==> config.mk <==
export PLATFORM = sky130hd
export DESIGN_NAME = intr_ctrl
export DESIGN_NICKNAME = d
export VERILOG_FILES = /design/src/rtl/intr_ctrl_pkg.sv /design/src/rtl/intr_prio_enc.sv /design/src/rtl/intr_ctrl.sv
export SDC_FILE = /design/constraint.sdc
export NUM_CORES = 1
export LEC_CHECK = 0
export ABC_AREA = 1
export CAP_MARGIN = 5
export CORE_AREA = 2 2 39 41
export DETAILED_ROUTE_END_ITERATION = 8
export DIE_AREA = 0 0 41 43
export DONT_BUFFER_PORTS = 1
export SYNTH_ARGS = -nofsm -noshare
export SYNTH_HDL_FRONTEND = slang
export SYNTH_SLANG_ARGS = --single-unit
export TNS_END_PERCENT = 20
==> constraint.sdc <==
create_clock -name clk -period 2.01 [get_ports clk]
set_input_delay 0.201 -clock clk [delete_from_list [all_inputs] [get_ports clk]]
set_output_delay 0.201 -clock clk [all_outputs]
set_load 0.1 [all_outputs]
==> src/rtl/intr_ctrl_pkg.sv <==
// rtl/intr_ctrl_pkg.sv - shared constants for the interrupt controller
//
// Purpose: controller state encoding and the vector-width helper used by
//          intr_ctrl and intr_prio_enc.
// Contents:
//   IDLE, PEND, SERV  controller state constants (2-bit)
//   vec_width(n)      ceil(log2(n)) for n in 2..16
package intr_ctrl_pkg;

  localparam logic [1:0] IDLE = 2'b00;
  localparam logic [1:0] PEND = 2'b01;
  localparam logic [1:0] SERV = 2'b10;

  function automatic int vec_width(input int n);
    int w;
    w = 0;
    for (int i = 0; i < 5; i++) begin
      if ((1 << i) < n) w = i + 1;
    end
    return w;
  endfunction

endpackage

==> src/rtl/intr_prio_enc.sv <==
// rtl/intr_prio_enc.sv - rotating-start priority encoder
//
// Purpose: returns the first set request bit found when scanning upward
//          from start and wrapping past N-1 back to 0.
// Ports:
//   req    in   N   request vector
//   start  in   VW  index searched first (must be < N)
//   idx    out  VW  index of the winning request (0 when none)
//   valid  out  1   at least one request is set
module intr_prio_enc
  import intr_ctrl_pkg::*;
#(
  parameter int N  = 2,
  parameter int VW = vec_width(N)
) (
  input  logic [N-1:0]  req,
  input  logic [VW-1:0] start,
  output logic [VW-1:0] idx,
  output logic          valid
);

  int j;

  // Scan from the farthest offset down to offset 0 so the bit nearest to
  // start is the last assignment and therefore wins.
  always_comb begin
    idx   = '0;
    valid = 1'b0;
    j     = 0;
    for (int i = N - 1; i >= 0; i--) begin
      j = int'(start) + i;
      if (j >= N) j = j - N;
      if (req[j]) begin
        idx   = VW'(j);
        valid = 1'b1;
      end
    end
  end

endmodule

==> src/rtl/intr_ctrl.sv <==
// rtl/intr_ctrl.sv - masked, prioritised interrupt controller with EOI hold-off
//
// Purpose: arbitrates sticky device interrupt lines, raises cpuIntr, hands the
//          winner's vector to the CPU on acknowledge, pulses that device's ack
//          and blocks new interrupts until end-of-interrupt.
// Build option: INTR_CTRL_RR_EN selects round-robin priority (search starts
//          one past the last source served); otherwise index 0 is highest.
// Ports:
//   clk      in   1   clock, rising edge
//   rst      in   1   asynchronous active-low reset
//   devIntr  in   N   sticky interrupt levels from devices
//   devAck   out  N   one-cycle ack pulse to the granted device
//   cfgWe    in   1   mask write enable
//   cfgMask  in   N   mask write data (1 = masked)
//   mask     out  N   current mask register
//   cpuIntr  out  1   interrupt request to CPU
//   cpuIntA  in   1   CPU interrupt acknowledge pulse
//   cpuVec   out  VW  vector of the interrupt being served
//   cpuEoi   in   1   CPU end-of-interrupt pulse
//   busy     out  1   controller not idle
module intr_ctrl
  import intr_ctrl_pkg::*;
#(
  parameter int N  = 2,
  parameter int VW = vec_width(N)
) (
  input  logic          clk,
  input  logic          rst,
  input  logic [N-1:0]  devIntr,
  output logic [N-1:0]  devAck,
  input  logic          cfgWe,
  input  logic [N-1:0]  cfgMask,
  output logic [N-1:0]  mask,
  output logic          cpuIntr,
  input  logic          cpuIntA,
  output logic [VW-1:0] cpuVec,
  input  logic          cpuEoi,
  output logic          busy
);

  logic [1:0]    state;
  logic [1:0]    state_nx;
  logic [VW-1:0] id;
  logic [N-1:0]  eligible;
  logic [VW-1:0] start;
  logic [VW-1:0] win_idx;
  logic          win_valid;

  assign eligible = devIntr & ~mask;

`ifdef INTR_CTRL_RR_EN
  logic [VW-1:0] last;

  assign start = (last == VW'(N - 1)) ? '0 : last + VW'(1);

  always_ff @(posedge clk or negedge rst) begin
    if (!rst) begin
      last <= '0;
    end else if (state == SERV && cpuEoi) begin
      last <= id;
    end
  end
`else
  assign start = '0;
`endif

  intr_prio_enc #(.N(N), .VW(VW)) u_prio_enc (
    .req   (eligible),
    .start (start),
    .idx   (win_idx),
    .valid (win_valid)
  );

  // cpuIntA is checked before the withdraw test so an acknowledge in the same
  // cycle as the source being masked still completes the grant.
  always_comb begin
    state_nx = state;
    case (state)
      IDLE:    if (win_valid) state_nx = PEND;
      PEND: begin
        if (cpuIntA)            state_nx = SERV;
        else if (!eligible[id]) state_nx = IDLE;
      end
      SERV:    if (cpuEoi) state_nx = IDLE;
      default: state_nx = IDLE;
    endcase
  end

  // Outputs are registered from the next state so cpuIntr and busy line up
  // with the state they describe.
  always_ff @(posedge clk or negedge rst) begin
    if (!rst) begin
      state   <= IDLE;
      mask    <= '0;
      id      <= '0;
      cpuIntr <= 1'b0;
      cpuVec  <= '0;
      devAck  <= '0;
      busy    <= 1'b0;
    end else begin
      state   <= state_nx;
      cpuIntr <= (state_nx == PEND);
      busy    <= (state_nx != IDLE);
      devAck  <= '0;
      if (cfgWe) mask <= cfgMask;
      if (state == IDLE && win_valid) id <= win_idx;
      if (state == PEND && cpuIntA) begin
        cpuVec <= id;
        devAck <= N'(1) << id;
      end
    end
  end

endmodule

==> flow_summary.toml, run 1 <==
[run_status]
status = "complete, no violations"

[timing]
period_share_pct = 55.9
relSlewSlack_pct = 69.9
setup_ws_ns = 0.886
finalClockSkew_ns = 0.00312
final-setup-viol-count = 0
worst_slew_pin_slew_ns = 0.450
timing.setup.tns_ns = 0
whs_ns = 0.0322
hold_violations = 0
fmax_ghz = 0.890
final.min_clock_period_ns = 1.12
maxSlewViolCount = 0
rsz0062_at_grt = "no"

[worst_setup_path]
crit_arrival_ns = 0.92
rr_startpoint = "mask[1]$_DFFE_PN0P_"
critPathMaxStageDelay_ns = 0.36
critical_path_class = "reg -> out"
cp.depth = 1
crit_chain = "buf_4"
rr_endpoint = "id$_DFFE_PN0P_"
regToRegSetupSlack_ns = 1.10
cp_data_required_time_ns = 1.81
end_kind = "output port"
path_delay_family = "flip-flops"
cp_max_fo = 2
cp_slowest_cell = "dfrtp_1"
crit_start = "mask[1]$_DFFE_PN0P_"
startpoint_type = "flip-flop"
reg2regPathDepth = 6
critPathCapture = "mask[1]"
path_buf_inv = 1

[clocking]
clkSinkCount = 10
cts_root_buf = "clkbuf_4"
hold_buffers = 1
cts_tree = "built"
worstSkewPairLatency_ns = 0.27
cts_buffers = 3
h-tree-depth = 1
ctsResizeCount = 0
cts.clk_slew.worst_paths_ns = 0.07
postCtsSetupRepairBufs = 0
cts_buffer_depth = 2

[floorplan]
core_um2 = 1380
die-area_um2 = 1760
die_y_um = 43
boundaryPins = 16
initial_core_util_pct = 29.7
rows = 14
chipWidth_um = 41

[grt]
grt_pass1_vias = 266
antenna_found_initial = 0
track_usage_pct = 9.74
grt-ovfl-total = 0
grt_pass1_wl_um = 1080
grt_max_degree = 11

[synthesis]
synth_edf_count = 0
syn_area_um2 = 410
synthArstFlopShare_pct = 100
ys.flop_type = "dfrtp_1"
synthTopCellsByCount = "nand2_1 (13), dfrtp_1 (10), inv_1 (5)"
synthTopCellsByArea = "dfrtp_1 (61%), nand2_1 (12%), nand3_2 (7.3%)"
syn-num-nets = 52
yosysSeqAreaShare_pct = 61.0
avgSynthCellArea_um2 = 9.54
synth_most_common_cell = "nand2_1"
netlist.top_cell.by_area = "dfrtp_1"
ys_types = 12
synthDominantCellAreaShare_pct = 61.0
yosysWarnings = 0
ys_ff_latch = 10
postSynthCellCount = 43

[detailed_routing]
wl_um = 689
viasPerCell = 4.23
drt_iter0_markers = 9
ant_nets = 0
vias = 300
wl_per_cell_um = 9.70
first_pass_iters = 3
drc = 0

[layout]
nets = 65
n_antenna_cell = 0
fin_util_pct = 38.2
drive_gt1_share_pct = 32.7
area_delta_synth_final_pct = 29.0

[run]
max_cap_viol_count = 0

[worst_hold_path]
min_path_type = "in -> reg"

[placed_design]
routabilityCongestion = 0.737
place_ws_ns = 1.11
portBuffers = 0
dp_hpwl_um = 547
==> cell type report <==
type	instances	area (um^2)
Timing Repair Buffer	8	62.6
Tap cell	16	20.0
Fill cell	139	855
Clock buffer	4	36.3
Multi-Input combinational cell	27	138
Sequential cell	10	250
Inverter	6	22.5
==> worst min-delay path by stage <==
stage,slack (ns),start,end,cells past startpoint
after floorplan,-0.09,rst,busy$_DFF_PN0_,0
after global placement,-0.09,rst,busy$_DFF_PN0_,0
after CTS,0.03,cfgWe,mask[1]$_DFFE_PN0P_,1
after detailed placement,-0.09,rst,state[1]$_DFF_PN0_,0
final,0.03,cfgWe,mask[1]$_DFFE_PN0P_,1
after global routing,0.02,cfgWe,mask[0]$_DFFE_PN0P_,1
==> metal layers <==
| metal | global-route usage [%] | vias up | share of wire [%] |
|---|---|---|---|
| met3 | 5.76 | 5 | 10 |
| met5 | 0 | - | 0 |
| met4 | 8.00 | 0 | 3.3 |
| met2 | 11.6 | 17 | 41 |
| li1 | - | 157 | - |
| met1 | 12.0 | 121 | 45 |
==> cell usage in the layout (no fill, tap or decap) <==
master and count:
nand2_2 2, nor2_2 1, o21ai_0 2, nand2_1 13
inv_1 5, dlygate4sd3_1 1, nand4_1 1, nor2_1 3
dfrtp_1 10, inv_2 1, o21ai_1 1, clkbuf_8 1
clkbuf_4 3, nand3_2 3, nand3b_1 1, buf_4 7
==> metrics by stage <==
stage	cell area [um^2]	std cells
global route	529	71
global placement	483	66
CTS	529	71
finish	529	71
floorplan	410	43
detailed placement	483	66
==> sequential cells by signal, indices dropped and copies added (netlist names) <==
name	cells
devAck	2
mask	2
state	2
busy	1
cpuIntr	1
cpuVec	1
id	1
==> cell families (layout without fill, tap and decap cells) <==
kind of cell / after synthesis / count (layout) / synth area share [%]
buffers and inverters: 6 / 18 / 5.49
AO/OA/AOI/OAI: 3 / 3 / 3.66
AND/OR/NAND/NOR: 24 / 24 / 29.9
flip-flops: 10 / 10 / 61.0
Power of run 1 is not shown: default switching activity piles up to over one toggle a cycle in this logic, so the estimate is an artifact.
==> inputs of run 2 (changes only) <==
--- a/config.mk
+++ b/config.mk
@@ -5,7 +5,7 @@
 export SDC_FILE = /design/constraint.sdc
 export NUM_CORES = 1
 export LEC_CHECK = 0
-export ABC_AREA = 1
+export ABC_AREA = 0
 export CAP_MARGIN = 5
 export CORE_AREA = 2 2 39 41
 export DETAILED_ROUTE_END_ITERATION = 8
==> constraint.sdc (replaced) <==
create_clock -name clk -period 0.98 [get_ports clk]
set_input_delay 0.098 -clock clk [delete_from_list [all_inputs] [get_ports clk]]
set_output_delay 0.098 -clock clk [all_outputs]
set_load 0.1 [all_outputs]
==> flow_summary.toml, run 2 <==
[run_status]
status = "finished with violations"
violations = "setup timing"

[synthesis]
yosysSeqAreaShare_pct = 64.3
avgSynthCellArea_um2 = 12.6
synthArstFlopShare_pct = 100
synth_edf_count = 0
ys.flop_type = "dfrtp_1"
netlist.top_cell.by_area = "dfrtp_1"
syn-num-nets = 40
ys_types = 16
synthDominantCellAreaShare_pct = 64.3
synthTopCellsByCount = "dfrtp_1 (10), a21oi_1 (3), nor2_1 (3)"
synthTopCellsByArea = "dfrtp_1 (64%), mux2_2 (5.8%), a21oi_1 (3.9%)"
postSynthCellCount = 31
synth_most_common_cell = "dfrtp_1"
yosysWarnings = 0
syn_area_um2 = 389
ys_ff_latch = 10

[grt]
grt_pass1_vias = 285
grt-ovfl-total = 0
grt_pass1_wl_um = 1170
antenna_found_initial = 0
track_usage_pct = 10.9
grt_max_degree = 11

[clocking]
worstSkewPairLatency_ns = 0.27
cts_tree = "built"
cts_buffers = 3
cts_root_buf = "clkbuf_4"
cts_buffer_depth = 2
clkSinkCount = 10
cts.clk_slew.worst_paths_ns = 0.07
h-tree-depth = 1

[timing]
hold_violations = 0
timing.setup.tns_ns = -0.653
rsz0062_at_grt = "yes"
period_share_pct = 117
final-setup-viol-count = 8
final.min_clock_period_ns = 1.15
finalClockSkew_ns = 0.0102
relSlewSlack_pct = 71.1
worst_slew_pin_slew_ns = 0.432
maxSlewViolCount = 0
fmax_ghz = 0.870
setup_ws_ns = -0.169

[worst_setup_path]
cp_data_required_time_ns = 0.88
critPathCapture = "mask[1]"
rr_startpoint = "state[1]$_DFF_PN0_"
cp.depth = 2
end_kind = "output port"
rr_endpoint = "busy$_DFF_PN0_"
path_buf_inv = 2
crit_chain = "buf_6 -> buf_12"
crit_arrival_ns = 1.05
crit_start = "mask[1]$_DFFE_PN0P_"
cp_max_fo = 2
cp_slowest_cell = "dfrtp_4"
critical_path_class = "reg -> out"
path_delay_family = "flip-flops"
critPathMaxStageDelay_ns = 0.50
regToRegSetupSlack_ns = -0.12
startpoint_type = "flip-flop"
reg2regPathDepth = 4

[placed_design]
portBuffers = 0
dp.cells = 57
routabilityCongestion = 0.773
place_area_um2 = 562
dp_hpwl_um = 604

[layout]
fillers = 134
area_delta_synth_final_pct = 74.6
postLayoutCellArea_um2 = 679
biggestRegsByFlops = "devAck: 2 flops, mask: 2 flops, state: 2 flops"
fin_util_pct = 49.1
n_antenna_cell = 0
final_cells = 66
layout_commonest_cell = "dfrtp_1"
final_cell_mix = "dfrtp_1 (7), buf_12 (6), dlygate4sd3_1 (5)"
drive_gt1_share_pct = 50.0
nets = 60

[power_and_ir_drop]
powerDensity_nw_per_um2 = 3170
power.leakage_nw = 0.305
ir_worst_vdd_mv = 1.31

[floorplan]
die-area_um2 = 1760
core_um2 = 1380
die_y_um = 43
initial_core_util_pct = 28.1
boundaryPins = 16
rows = 14
chipWidth_um = 41

[detailed_routing]
viasPerCell = 4.42
drc = 0
ant_nets = 0
wl_um = 792
vias = 292
wl_per_cell_um = 12.0
drt_iter0_markers = 1
first_pass_iters = 3

[worst_hold_path]
min_path_type = "in -> reg"

[run]
max_cap_viol_count = 0
## run 2: metal layers
metal | vias up | global-route usage [%] | part of all wire (%)
met1 | 138 | 10.5 | 35
met4 | 0 | 10.0 | 0.51
met5 | - | 0 | 0
li1 | 143 | - | -
met3 | 2 | 4.71 | 5.4
met2 | 9 | 16.3 | 59
## run 2: worst reg2reg max path, delay by kind of cell (launching register included)
family                 cells  cell delay (ns)
AO/OA/AOI/OAI              2             0.25
buffers and inverters      1             0.13
AND/OR/NAND/NOR            1             0.25
flip-flops                 1             0.38
## run 2: repair_timing
action                                 in CTS  in global routing
gates resized for setup                    11                  0
endpoints found under the hold margin      13                  0
pin swaps                                   4                  2
setup buffers                               0                  0
setup endpoints to repair                   9                  9
hold buffers                                5                  0
## run 2: final cells by class
class,count,area [um^2],area share (%)
clock buffer,4,26.3,3.87
inverter,1,3.75,0.552
tap,16,20.0,2.95
timing repair buffer,15,211,31.1
multi-input combinational,20,159,23.4
sequential,10,259,38.1
## run 2: report_power, final
group | switching, mW | internal (mW) | total [mW]
Clock | 0.141 | 0.157 | 0.298
Sequential | 0.107 | 0.546 | 0.653
Combinational | 0.757 | 0.448 | 1.20
Total | 1.00 | 1.15 | 2.16
## run 2: cells by family after synthesis
| group | count (synthesis) | share of synthesized area (%) |
|---|---|---|
| multiplexers | 3 | 8.68 |
| buffers and inverters | 1 | 0.964 |
| AO/OA/AOI/OAI | 6 | 9.00 |
| flip-flops | 10 | 64.3 |
| AND/OR/NAND/NOR | 11 | 17.0 |
## run 2: worst min path at each step
stage | start | to | slack (ns) | depth (start not counted)
after detailed placement | rst | devAck[1]$_DFF_PN0_ | -0.20 | 0
after global placement | rst | devAck[1]$_DFF_PN0_ | -0.20 | 0
after floorplan | rst | busy$_DFF_PN0_ | -0.20 | 0
after global routing | cpuEoi | state[1]$_DFF_PN0_ | 0.07 | 2
final | cpuEoi | state[1]$_DFF_PN0_ | 0.08 | 2
after CTS | cpuEoi | state[1]$_DFF_PN0_ | 0.06 | 2
## run 2: stage by stage
step / worst slack [ns] / hold WS (ns) / power (mW)
floorplan: -0.177 / -0.198 / 1.39
global placement: -0.0764 / -0.197 / 1.74
detailed placement: -0.121 / -0.197 / 1.77
CTS: -0.183 / 0.0608 / 2.18
global route: -0.195 / 0.0670 / 2.24
finish: -0.169 / 0.0769 / 2.16
Power figures use the tool's default switching activity.
==> inputs of run 3 (changes only) <==
--- a/config.mk
+++ b/config.mk
@@ -5,7 +5,7 @@
 export SDC_FILE = /design/constraint.sdc
 export NUM_CORES = 1
 export LEC_CHECK = 0
-export ABC_AREA = 0
+export ABC_AREA = 1
 export CAP_MARGIN = 5
 export CORE_AREA = 2 2 39 41
 export DETAILED_ROUTE_END_ITERATION = 8
@@ -14,4 +14,3 @@
 export SYNTH_ARGS = -nofsm -noshare
 export SYNTH_HDL_FRONTEND = slang
 export SYNTH_SLANG_ARGS = --single-unit
-export TNS_END_PERCENT = 20
==> flow_summary.toml, run 3 (same netlist as run 1, synthesis figures left out) <==
[clocking]
cts_tree = "built"
h-tree-depth = 1
clkSinkCount = 10
cts_buffer_depth = 2
cts_root_buf = "clkbuf_4"
cts_buffers = 3
worstSkewPairLatency_ns = 0.26
cts.clk_slew.worst_paths_ns = 0.07

[timing]
hold_violations = 0
setup_ws_ns = -0.0546
final-setup-viol-count = 3
timing.setup.tns_ns = -0.120
relSlewSlack_pct = 70.0
period_share_pct = 106
fmax_ghz = 0.967
rsz0062_at_grt = "yes"
maxSlewViolCount = 0
worst_slew_pin_slew_ns = 0.449
final.min_clock_period_ns = 1.03
finalClockSkew_ns = 0.00359

[layout]
nets = 71
final_cell_mix = "nand2_1 (9), buf_12 (7), dfrtp_2 (5), dlygate4sd3_1 (5), nand2_2 (4)"
area_delta_synth_final_pct = 72.0
n_antenna_cell = 0
biggestRegsByFlops = "devAck: 2 flops, mask: 2 flops, state: 2 flops"
fillers = 112
final_cells = 77
layout_commonest_cell = "nand2_1"
multi_input_area_um2 = 158
seq_area_um2 = 264
postLayoutCellArea_um2 = 706
drive_gt1_share_pct = 54.1
fin_util_pct = 51.0

[grt]
antenna_found_initial = 0
gr-usage-met3_pct = 1.57
grt_pass1_vias = 329
grt_max_degree = 11
grt-ovfl-total = 0
top_usage_layer = "met2"
grt_pass1_wl_um = 1320
grt_use_met2_pct = 16.9
met1_usage_pct = 13.7
track_usage_pct = 11.8

[floorplan]
chipWidth_um = 41
initial_core_util_pct = 29.7
die-area_um2 = 1760
die_y_um = 43
rows = 14
core_um2 = 1380
boundaryPins = 16

[power_and_ir_drop]
netSwitchingFraction_pct = 48.0
p_int_mw = 1.29
fin_total_pwr_mw = 2.49
comb_power_share_pct = 56.2
powerDensity_nw_per_um2 = 3520
clock_power_share_pct = 14.9
seqPwrFrac_pct = 28.9
net-switching-power_mw = 1.19
power.leakage_nw = 0.336
ir_worst_vdd_mv = 1.11

[placed_design]
dp.cells = 67
place_area_um2 = 572
dp_hpwl_um = 585
routabilityCongestion = 0.763
portBuffers = 0

[run]
max_cap_viol_count = 0

[run_status]
status = "finished with violations"
violations = "setup timing"

[worst_setup_path]
reg2regPathDepth = 6
cp.depth = 1
rr_startpoint = "mask[0]$_DFFE_PN0P_"
rr_endpoint = "id$_DFFE_PN0P_"
crit_start = "mask[0]$_DFFE_PN0P_"
crit_chain = "buf_12"
end_kind = "output port"
path_delay_family = "flip-flops"
critPathCapture = "mask[0]"
crit_arrival_ns = 0.94
cp_data_required_time_ns = 0.88
critical_path_class = "reg -> out"
cp_max_fo = 2
cp_slowest_cell = "dfrtp_4"
path_buf_inv = 1
critPathMaxStageDelay_ns = 0.50
regToRegSetupSlack_ns = -0.02
startpoint_type = "flip-flop"

[detailed_routing]
vias = 336
drt_iter0_markers = 15
wl_per_cell_um = 11.2
first_pass_iters = 4
viasPerCell = 4.36
drc = 0
ant_nets = 0
wl_um = 862

[worst_hold_path]
min_path_type = "in -> reg"
min_from = "devIntr[0]"
==> run 3: cell types whose count changed in the layout (fill, tap and decap cells not counted), moves of 3 or more <==
| cell | change |
|---|---|
| nand2_1 | +7 |
| dfrtp_1 | -4 |
| nand2_2 | +4 |
| dfrtp_2 | +4 |
| nand3_2 | +3 |
| inv_2 | +3 |
| buf_6 | -3 |
==> run 3: worst reg2reg max path, delay by kind of cell, from the launching register on <==
family	cells	cell delay (ns)
buf+inv	1	0.09
flops	1	0.50
simple gates	5	0.32
==> run 3: metal layers <==
| metal | share of wire, % | up-vias |
|---|---|---|
| li1 | - | 168 |
| met1 | 40 | 155 |
| met2 | 53 | 11 |
| met3 | 3.9 | 2 |
| met4 | 2.2 | 0 |
| met5 | 0 | - |
==> run 3: through the flow <==
stage | hold slack [ns] | worst slack (ns)
2_1_floorplan | -0.198 | -0.123
3_3_place_gp | -0.197 | 0.0444
3_5_place_dp | -0.197 | 0.0221
4_1_cts | 0.00535 | -0.0567
5_1_grt | 0.0122 | -0.0784
6_report | 0.0221 | -0.0546
==> run 3: worst min-delay path by stage <==
stage                     depth (start not counted)             endpoint  slack, ns
after global routing                              3       id$_DFFE_PN0P_       0.01
after global placement                            0  devAck[0]$_DFF_PN0_      -0.20
after detailed placement                          0  devAck[1]$_DFF_PN0_      -0.20
final                                             3       id$_DFFE_PN0P_       0.02
after CTS                                         3    cpuIntr$_DFF_PN0_      0.005
after floorplan                                   0       busy$_DFF_PN0_      -0.20
==> run 3: power groups by stage <==
stage / clock network (mW) / registers [mW] / logic, mW
after floorplan: 0 / 1.31 / 0.276
after global placement: 0 / 0.710 / 1.32
after detailed placement: 0 / 0.720 / 1.32
after CTS: 0.380 / 0.715 / 1.37
after global routing: 0.405 / 0.728 / 1.47
final: 0.370 / 0.718 / 1.40
==> run 3: area by class of cell <==
type	instances	share of cell area (%)
Clock buffer	4	5.14
Inverter	6	3.19
Multi-Input combinational cell	27	22.3
Sequential cell	10	37.4
Tap cell	16	2.84
Timing Repair Buffer	14	29.1
==> run 3: timing repair <==
| action | in CTS | in global routing |
|---|---|---|
| hold buffers | 5 | 0 |
| endpoints found under the setup margin | 2 | 6 |
| gates resized for setup | 7 | 3 |
| endpoints found under the hold margin | 13 | 0 |
| buffers inserted | 0 | 1 |
| pin swaps | 1 | 2 |
